$ cat src/rtl/ldst_dataio_buffer_pkg.sv
// ldst_dataio_buffer_pkg
//   Shared definitions for the ALU3 load/store data-port buffer: access
//   ORDER encodings, request-bundle field widths and the packed request
//   bundle that is queued between ALU3 and the memory/MMU bus.
package ldst_dataio_buffer_pkg;

  typedef enum logic [1:0] {
    ORDER_BYTE = 2'b00,
    ORDER_HALF = 2'b01,
    ORDER_WORD = 2'b10,
    ORDER_NONE = 2'b11
  } order_e;

  localparam int ORDER_W  = 2;
  localparam int MASK_W   = 4;
  localparam int TID_W    = 14;
  localparam int MMUMOD_W = 2;
  localparam int WORD_W   = 32;
  localparam int OUT_W    = 4;   // outstanding counter width (max 15)

  // One queued memory request; field order is MSB..LSB of the FIFO word.
  typedef struct packed {
    logic [ORDER_W-1:0]  order;
    logic [MASK_W-1:0]   mask;
    logic                rw;
    logic [TID_W-1:0]    tid;
    logic [MMUMOD_W-1:0] mmumod;
    logic [WORD_W-1:0]   pdt;
    logic [WORD_W-1:0]   addr;
    logic [WORD_W-1:0]   data;
  } req_t;

  localparam int REQ_W = $bits(req_t);

endpackage

$ cat src/rtl/ldst_dataio_buffer_sync_fifo_sreset.sv
// sync_fifo_sreset
//   Synchronous FIFO, synchronous active-high reset. Storage is cleared on
//   reset so the head word reads zero while the FIFO is empty after reset.
//   Ports:
//     iCLOCK, iRESET_SYNC     clock / sync reset
//     iWR, iWR_DATA           write strobe and word (ignored when full)
//     iRD                     pop head (ignored when empty)
//     oRD_DATA                head word (no bypass from the write port)
//     oFULL, oEMPTY, oCOUNT   registered occupancy
module sync_fifo_sreset #(
  parameter int WIDTH = 8,
  parameter int DEPTH = 2,
  parameter int AW    = (DEPTH > 1) ? $clog2(DEPTH) : 1
) (
  input  logic             iCLOCK,
  input  logic             iRESET_SYNC,
  input  logic             iWR,
  input  logic [WIDTH-1:0] iWR_DATA,
  input  logic             iRD,
  output logic [WIDTH-1:0] oRD_DATA,
  output logic             oFULL,
  output logic             oEMPTY,
  output logic [AW:0]      oCOUNT
);

  logic [DEPTH-1:0][WIDTH-1:0] mem;
  logic [AW-1:0]               wp, rp;
  logic [AW:0]                 cnt;
  logic                        wr_ok, rd_ok;

  assign oFULL    = (cnt == (AW+1)'(DEPTH));
  assign oEMPTY   = (cnt == '0);
  assign oCOUNT   = cnt;
  assign oRD_DATA = mem[rp];
  assign wr_ok    = iWR && !oFULL;
  assign rd_ok    = iRD && !oEMPTY;

  always_ff @(posedge iCLOCK) begin
    if (iRESET_SYNC) begin
      mem <= '0;
      wp  <= '0;
      rp  <= '0;
      cnt <= '0;
    end else begin
      if (wr_ok) begin
        mem[wp] <= iWR_DATA;
        wp      <= wp + 1'b1;
      end
      if (rd_ok) rp <= rp + 1'b1;
      case ({wr_ok, rd_ok})
        2'b10:   cnt <= cnt + 1'b1;
        2'b01:   cnt <= cnt - 1'b1;
        default: cnt <= cnt;
      endcase
    end
  end

endmodule

$ cat src/rtl/ldst_dataio_buffer.sv
// ldst_dataio_buffer
//   Decouples ALU3's load/store data port from the memory/MMU bus. Requests
//   are queued, issued in order while the memory side is ready and fewer
//   than MAX_OUTSTANDING transactions are in flight, and in-order
//   completions are returned to ALU3 through a registered response stage.
//   Ports:
//     iCLOCK, iRESET_SYNC       clock / sync active-high reset
//     iDATAIO_* / oDATAIO_BUSY  request side from ALU3
//     oDATAIO_REQ/_DATA         one-cycle completion pulse + held load data
//     oMEM_* / iMEM_BUSY        request side to memory (FIFO head)
//     iMEM_VALID/_DATA          in-order completions from memory
//     oINFO_OUTSTANDING         in-flight count
//     oINFO_ERROR               sticky: completion seen with nothing in flight
module ldst_dataio_buffer
  import ldst_dataio_buffer_pkg::*;
#(
  parameter int DEPTH           = 2,
  parameter int MAX_OUTSTANDING = 4
) (
  input  logic                iCLOCK,
  input  logic                iRESET_SYNC,
  input  logic                iDATAIO_REQ,
  output logic                oDATAIO_BUSY,
  input  logic [ORDER_W-1:0]  iDATAIO_ORDER,
  input  logic [MASK_W-1:0]   iDATAIO_MASK,
  input  logic                iDATAIO_RW,
  input  logic [TID_W-1:0]    iDATAIO_TID,
  input  logic [MMUMOD_W-1:0] iDATAIO_MMUMOD,
  input  logic [WORD_W-1:0]   iDATAIO_PDT,
  input  logic [WORD_W-1:0]   iDATAIO_ADDR,
  input  logic [WORD_W-1:0]   iDATAIO_DATA,
  output logic                oDATAIO_REQ,
  output logic [WORD_W-1:0]   oDATAIO_DATA,
  output logic                oMEM_REQ,
  input  logic                iMEM_BUSY,
  output logic [ORDER_W-1:0]  oMEM_ORDER,
  output logic [MASK_W-1:0]   oMEM_MASK,
  output logic                oMEM_RW,
  output logic [TID_W-1:0]    oMEM_TID,
  output logic [MMUMOD_W-1:0] oMEM_MMUMOD,
  output logic [WORD_W-1:0]   oMEM_PDT,
  output logic [WORD_W-1:0]   oMEM_ADDR,
  output logic [WORD_W-1:0]   oMEM_DATA,
  input  logic                iMEM_VALID,
  input  logic [WORD_W-1:0]   iMEM_DATA,
  output logic [OUT_W-1:0]    oINFO_OUTSTANDING,
  output logic                oINFO_ERROR
);

  localparam int AW = (DEPTH > 1) ? $clog2(DEPTH) : 1;
  localparam logic [OUT_W-1:0] MAX_OUT = OUT_W'(MAX_OUTSTANDING);

  req_t            push_req, head_req;
  logic            fifo_full, fifo_empty;
  logic [AW:0]     fifo_count;
  logic            push, issue, cpl, spurious;
  logic [OUT_W-1:0] outstanding;

  assign push_req = '{order:  iDATAIO_ORDER,
                      mask:   iDATAIO_MASK,
                      rw:     iDATAIO_RW,
                      tid:    iDATAIO_TID,
                      mmumod: iDATAIO_MMUMOD,
                      pdt:    iDATAIO_PDT,
                      addr:   iDATAIO_ADDR,
                      data:   iDATAIO_DATA};

  assign push     = iDATAIO_REQ && !fifo_full;
  assign issue    = !fifo_empty && !iMEM_BUSY && (outstanding < MAX_OUT);
  // Completions only count against something actually in flight.
  assign cpl      = iMEM_VALID && (outstanding != '0);
  assign spurious = iMEM_VALID && (outstanding == '0);

  sync_fifo_sreset #(.WIDTH(REQ_W), .DEPTH(DEPTH), .AW(AW)) u_req_fifo (
    .iCLOCK      (iCLOCK),
    .iRESET_SYNC (iRESET_SYNC),
    .iWR         (push),
    .iWR_DATA    (push_req),
    .iRD         (issue),
    .oRD_DATA    (head_req),
    .oFULL       (fifo_full),
    .oEMPTY      (fifo_empty),
    .oCOUNT      (fifo_count)
  );

  assign oDATAIO_BUSY = fifo_full;
  assign oMEM_REQ     = issue;
  assign oMEM_ORDER   = head_req.order;
  assign oMEM_MASK    = head_req.mask;
  assign oMEM_RW      = head_req.rw;
  assign oMEM_TID     = head_req.tid;
  assign oMEM_MMUMOD  = head_req.mmumod;
  assign oMEM_PDT     = head_req.pdt;
  assign oMEM_ADDR    = head_req.addr;
  assign oMEM_DATA    = head_req.data;
  assign oINFO_OUTSTANDING = outstanding;

  always_ff @(posedge iCLOCK) begin
    if (iRESET_SYNC) begin
      outstanding  <= '0;
      oDATAIO_REQ  <= 1'b0;
      oDATAIO_DATA <= '0;
      oINFO_ERROR  <= 1'b0;
    end else begin
      case ({issue, cpl})
        2'b10:   outstanding <= outstanding + 1'b1;
        2'b01:   outstanding <= outstanding - 1'b1;
        default: outstanding <= outstanding;
      endcase
      oDATAIO_REQ <= cpl;
      // Store acks also load the data register; ALU3 ignores it for stores.
      if (cpl) oDATAIO_DATA <= iMEM_DATA;
      if (spurious) oINFO_ERROR <= 1'b1;
    end
  end

endmodule

$ cat config.mk
export PLATFORM = sky130hd
export DESIGN_NAME = ldst_dataio_buffer
export DESIGN_NICKNAME = d
export VERILOG_FILES = /design/src/rtl/ldst_dataio_buffer_pkg.sv /design/src/rtl/ldst_dataio_buffer_sync_fifo_sreset.sv /design/src/rtl/ldst_dataio_buffer.sv
export SDC_FILE = /design/constraint.sdc
export NUM_CORES = 1
export LEC_CHECK = 0
export BUFFER_PORTS_ARGS = -buffer_cell sky130_fd_sc_hd__buf_2
export CAP_MARGIN = 20
export CORE_MARGIN = 2
export CORE_UTILIZATION = 27
export DETAILED_ROUTE_END_ITERATION = 10
export GPL_ROUTABILITY_DRIVEN = 0
export GPL_TIMING_DRIVEN = 0
export MAX_ROUTING_LAYER = met4
export PLACE_DENSITY = 0.55
export SKIP_LAST_GASP = 1
export SLEW_MARGIN = 5
export SYNTH_ARGS = -nofsm -noshare
export SYNTH_HDL_FRONTEND = slang
export SYNTH_HIERARCHICAL = 1
export SYNTH_SLANG_ARGS = --single-unit
$ cat constraint.sdc
create_clock -name iCLOCK -period 3.2 [get_ports iCLOCK]
set_input_delay 0.16 -clock iCLOCK [delete_from_list [all_inputs] [get_ports iCLOCK]]
set_output_delay 0.16 -clock iCLOCK [all_outputs]
set_load 0.01 [all_outputs]
==> results by group <==
Logic synthesis
  • Syn avg cell area: 9.39 um2
  • Synth Area in Compound Gates: 11.3%
  • Flops & latches, synth: 280
  • Synth Area in XOR/XNOR: 0.406%
  • Adder-cell area share of the yosys netlist: 0.387%
  • Post-Synthesis Cells: 1378
  • Main synth FF type: dfxtp_1
  • Unique cell type count in the Yosys netlist: 30
  • Yosys top cell by area: dfxtp_1
  • Post-synth ARST share: 0%
  • YS warnings: 6
  • Mux cell area share after synthesis: 19.7%
  • Syn Nets: 1538
  • Simple-gate share of the synthesized area: 20.3%
  • Top cell type's share of synthesized area: 43.3%
  • Synthesized cell area: 0.0129 mm2
  • Main combinational cell family by area after synthesis: simple AND/OR/NAND/NOR gates
  • Ranking of synthesized cells by area: dfxtp_1 (43%), nand2b_1 (12%), mux2_2 (10%)
  • EDFF count, synth: 0
  • Register area share after synthesis: 43.3%

Route
  • Via-to-Cell Ratio: 4.54
  • DRC Markers: 0
  • Vias: 11400
  • Final wirelength: 43000 um
  • Detail Route Antenna Nets: 0
  • Avg WL per Cell: 17.0 um
  • Detailed Route Iter0 Violations: 492
  • Initial DRT Pass Iterations: 5

Global route
  • Largest net degree at the start of global routing: 12
  • Initial antenna violation count: 7
  • GRT Total Usage: 17.3%
  • Vias in the first global route: 11700
  • Global-route wire length before repair: 65900 um
  • GR Overflow Total: 0

Clocking
  • Reg clk slew, reported paths: 0.05 ns
  • CTS Sinks: 280
  • Clk_lat worst skew: 0.55 ns
  • Post-CTS Setup Repair Bufs: 0
  • Num CTS Buffers: 36
  • Root buf cell: clkbuf_16
  • CTS max path bufs: 3
  • CTS tree: yes
  • CTS H-tree depth: 2

STA
  • Max Clk Rate: 330 MHz
  • Final min period: 3.03 ns
  • Final worst slack: 0.170 ns
  • Worst-Margin Slew: 0.998 ns
  • Pins over their slew limit: 0
  • Count of final hold-check violations: 0
  • Slew headroom: 33.5%
  • Unrepaired setup endpoints after global routing: yes
  • Final setup viols: 0
  • Setup Skew: 0.0188 ns
  • Fin crit share: 94.7%

Worst hold path
  • Worst min path class: in -> reg

Die
  • Row cnt: 80
  • Die height: 223 um
  • IO Pins: 315
  • Total core area: 0.0475 mm2
  • Die footprint: 0.0497 mm2
  • Die width: 223 um
  • Starting Density: 27.2%

Pwr
  • PwrDens: 677 mW/mm2
  • Leakage: 7.80 nW
  • Worst VDD drop: 0.325 mV

Critical path
  • Critical Setup Path Class: reg -> reg
  • CP Max Fanout: 11
  • CP startpoint kind: flop
  • Worst Path Required: 3.61 ns
  • Crit. End Element: flop
  • Crit path DAT: 3.44 ns

Finish
  • Fin area: 0.0179 mm2
  • Most common cell after layout, fill and taps aside: buf_2
  • P&R area growth vs syn: 38.4%
  • Nets: 2043
  • Layout cells sized above 1: 28.2%
  • # fillers: 4766
  • Commonest cells after routing, fill and taps aside: buf_2 (334), dfxtp_1 (280), nand2b_1 (241), o21ai_0 (228), dlygate4sd3_1 (153)

Place
  • Detailed placer's ending HPWL: 29500 um
  • Worst slack, placed: -0.0197 ns
  • Buffers on Ports: 314
  • Area post-placement: 0.0153 mm2

Flow run
  • Number of max-cap violations: 0

Run status
  • Status: completed
## per-layer routing
metal | routed length, um | global-route usage (%) | vias up
met3 | 2300 | 3.42 | 53
met1 | 19500 | 21.4 | 5420
met5 | 0 | - | -
met2 | 20200 | 28.6 | 312
li1 | - | - | 5660
met4 | 879 | 5.09 | 0
## flip-flops by register name, indices dropped and copies added, names as in the netlist
signal and count:
u_req_fifo/mem 238, u_req_fifo/rp 1, oDATAIO_DATA 32, oDATAIO_REQ 1
oINFO_ERROR 1, u_req_fifo/oCOUNT 2, u_req_fifo/wp 1, oINFO_OUTSTANDING 4
## synthesized netlist by cell type, types with 2 or more instances
master,n
dfxtp_1,280
buf_6,14
a21oi_1,26
a21oi_2,12
clkbuf_1,80
xor2_1,4
or3_1,3
xnor2_1,2
ha_1,4
buf_2,21
nor2b_1,123
o21ai_1,13
nor2_1,8
o21ai_0,228
nand2_1,65
mux2i_1,120
mux2_2,120
nand2b_1,241
inv_1,3
## per-stage QoR
step	TNS, ns	utilization (%)	std cells	total power, mW	hold slack (ns)
2_1_floorplan	0	-	1378	6.84	0.296
3_5_place_dp	-0.0692	32.1	2307	8.30	0.410
4_1_cts	0	37.6	2516	12.3	0.154
6_report	0	37.7	2523	12.1	0.191
3_3_place_gp	0	32.1	2307	8.24	0.403
5_1_grt	-0.880	37.6	2521	12.8	0.215
## worst paths after layout
| kind | from | end | slack, ns | depth (start not counted) |
|---|---|---|---|---|
| worst max-delay path | u_req_fifo/oCOUNT[0]$_SDFFE_PP0P_ | u_req_fifo/mem[18]$_SDFFE_PP0P_ | 0.17 | 10 |
| worst min-delay path | iDATAIO_REQ | u_req_fifo/wp$_SDFFE_PP0N_ | 0.19 | 5 |
| worst max register to register | u_req_fifo/oCOUNT[0]$_SDFFE_PP0P_ | u_req_fifo/mem[18]$_SDFFE_PP0P_ | 0.17 | 10 |
| worst min register to register | oDATAIO_DATA[12]$_SDFFE_PP0P_ | oDATAIO_DATA[12]$_SDFFE_PP0P_ | 0.45 | 2 |
## critical path, cell delays in order, from the launching register on
cell      delay [ns]
dfxtp_1         0.36
nand2b_4        0.18
inv_1           0.19
clkbuf_4        0.34
buf_2           0.31
nor2b_1         0.16
nand2b_1        0.12
nand2b_1        0.17
buf_2           0.41
clkbuf_1        0.45
o21ai_0         0.19
## power breakdown
| group | switching, mW | total, mW | internal (mW) |
|---|---|---|---|
| clock network | 1.59 | 3.78 | 2.19 |
| registers | 0.308 | 4.40 | 4.09 |
| logic | 2.23 | 3.95 | 1.72 |
| total | 4.13 | 12.1 | 8.00 |
## area by class of cell
| type | count | area, um2 | area share, % |
|---|---|---|---|
| antenna | 7 | 17.5 | 0.0978 |
| multi-input combinational | 978 | 6750 | 37.7 |
| tap | 615 | 769 | 4.30 |
| clock inverter | 7 | 71.3 | 0.398 |
| buffer | 116 | 577 | 3.22 |
| sequential | 280 | 5610 | 31.3 |
| inverter | 4 | 15.0 | 0.0839 |
| clock buffer | 49 | 1000 | 5.58 |
| timing repair buffer | 467 | 3100 | 17.3 |
## cells by family after synthesis
logic type / Yosys count
adder cells (fa/ha/maj): 4
multiplexers: 240
AND/OR/NAND/NOR: 446
flip-flops: 280
XOR/XNOR: 6
AO/OA/AOI/OAI: 282
buffers and inverters: 120
## timing repair
item	in CTS	in global routing
endpoints found under the hold margin	272	0
gates resized for setup	2	7
endpoints found under the setup margin	9	85
hold buffers	153	0
Power figures use the tool's default switching activity.
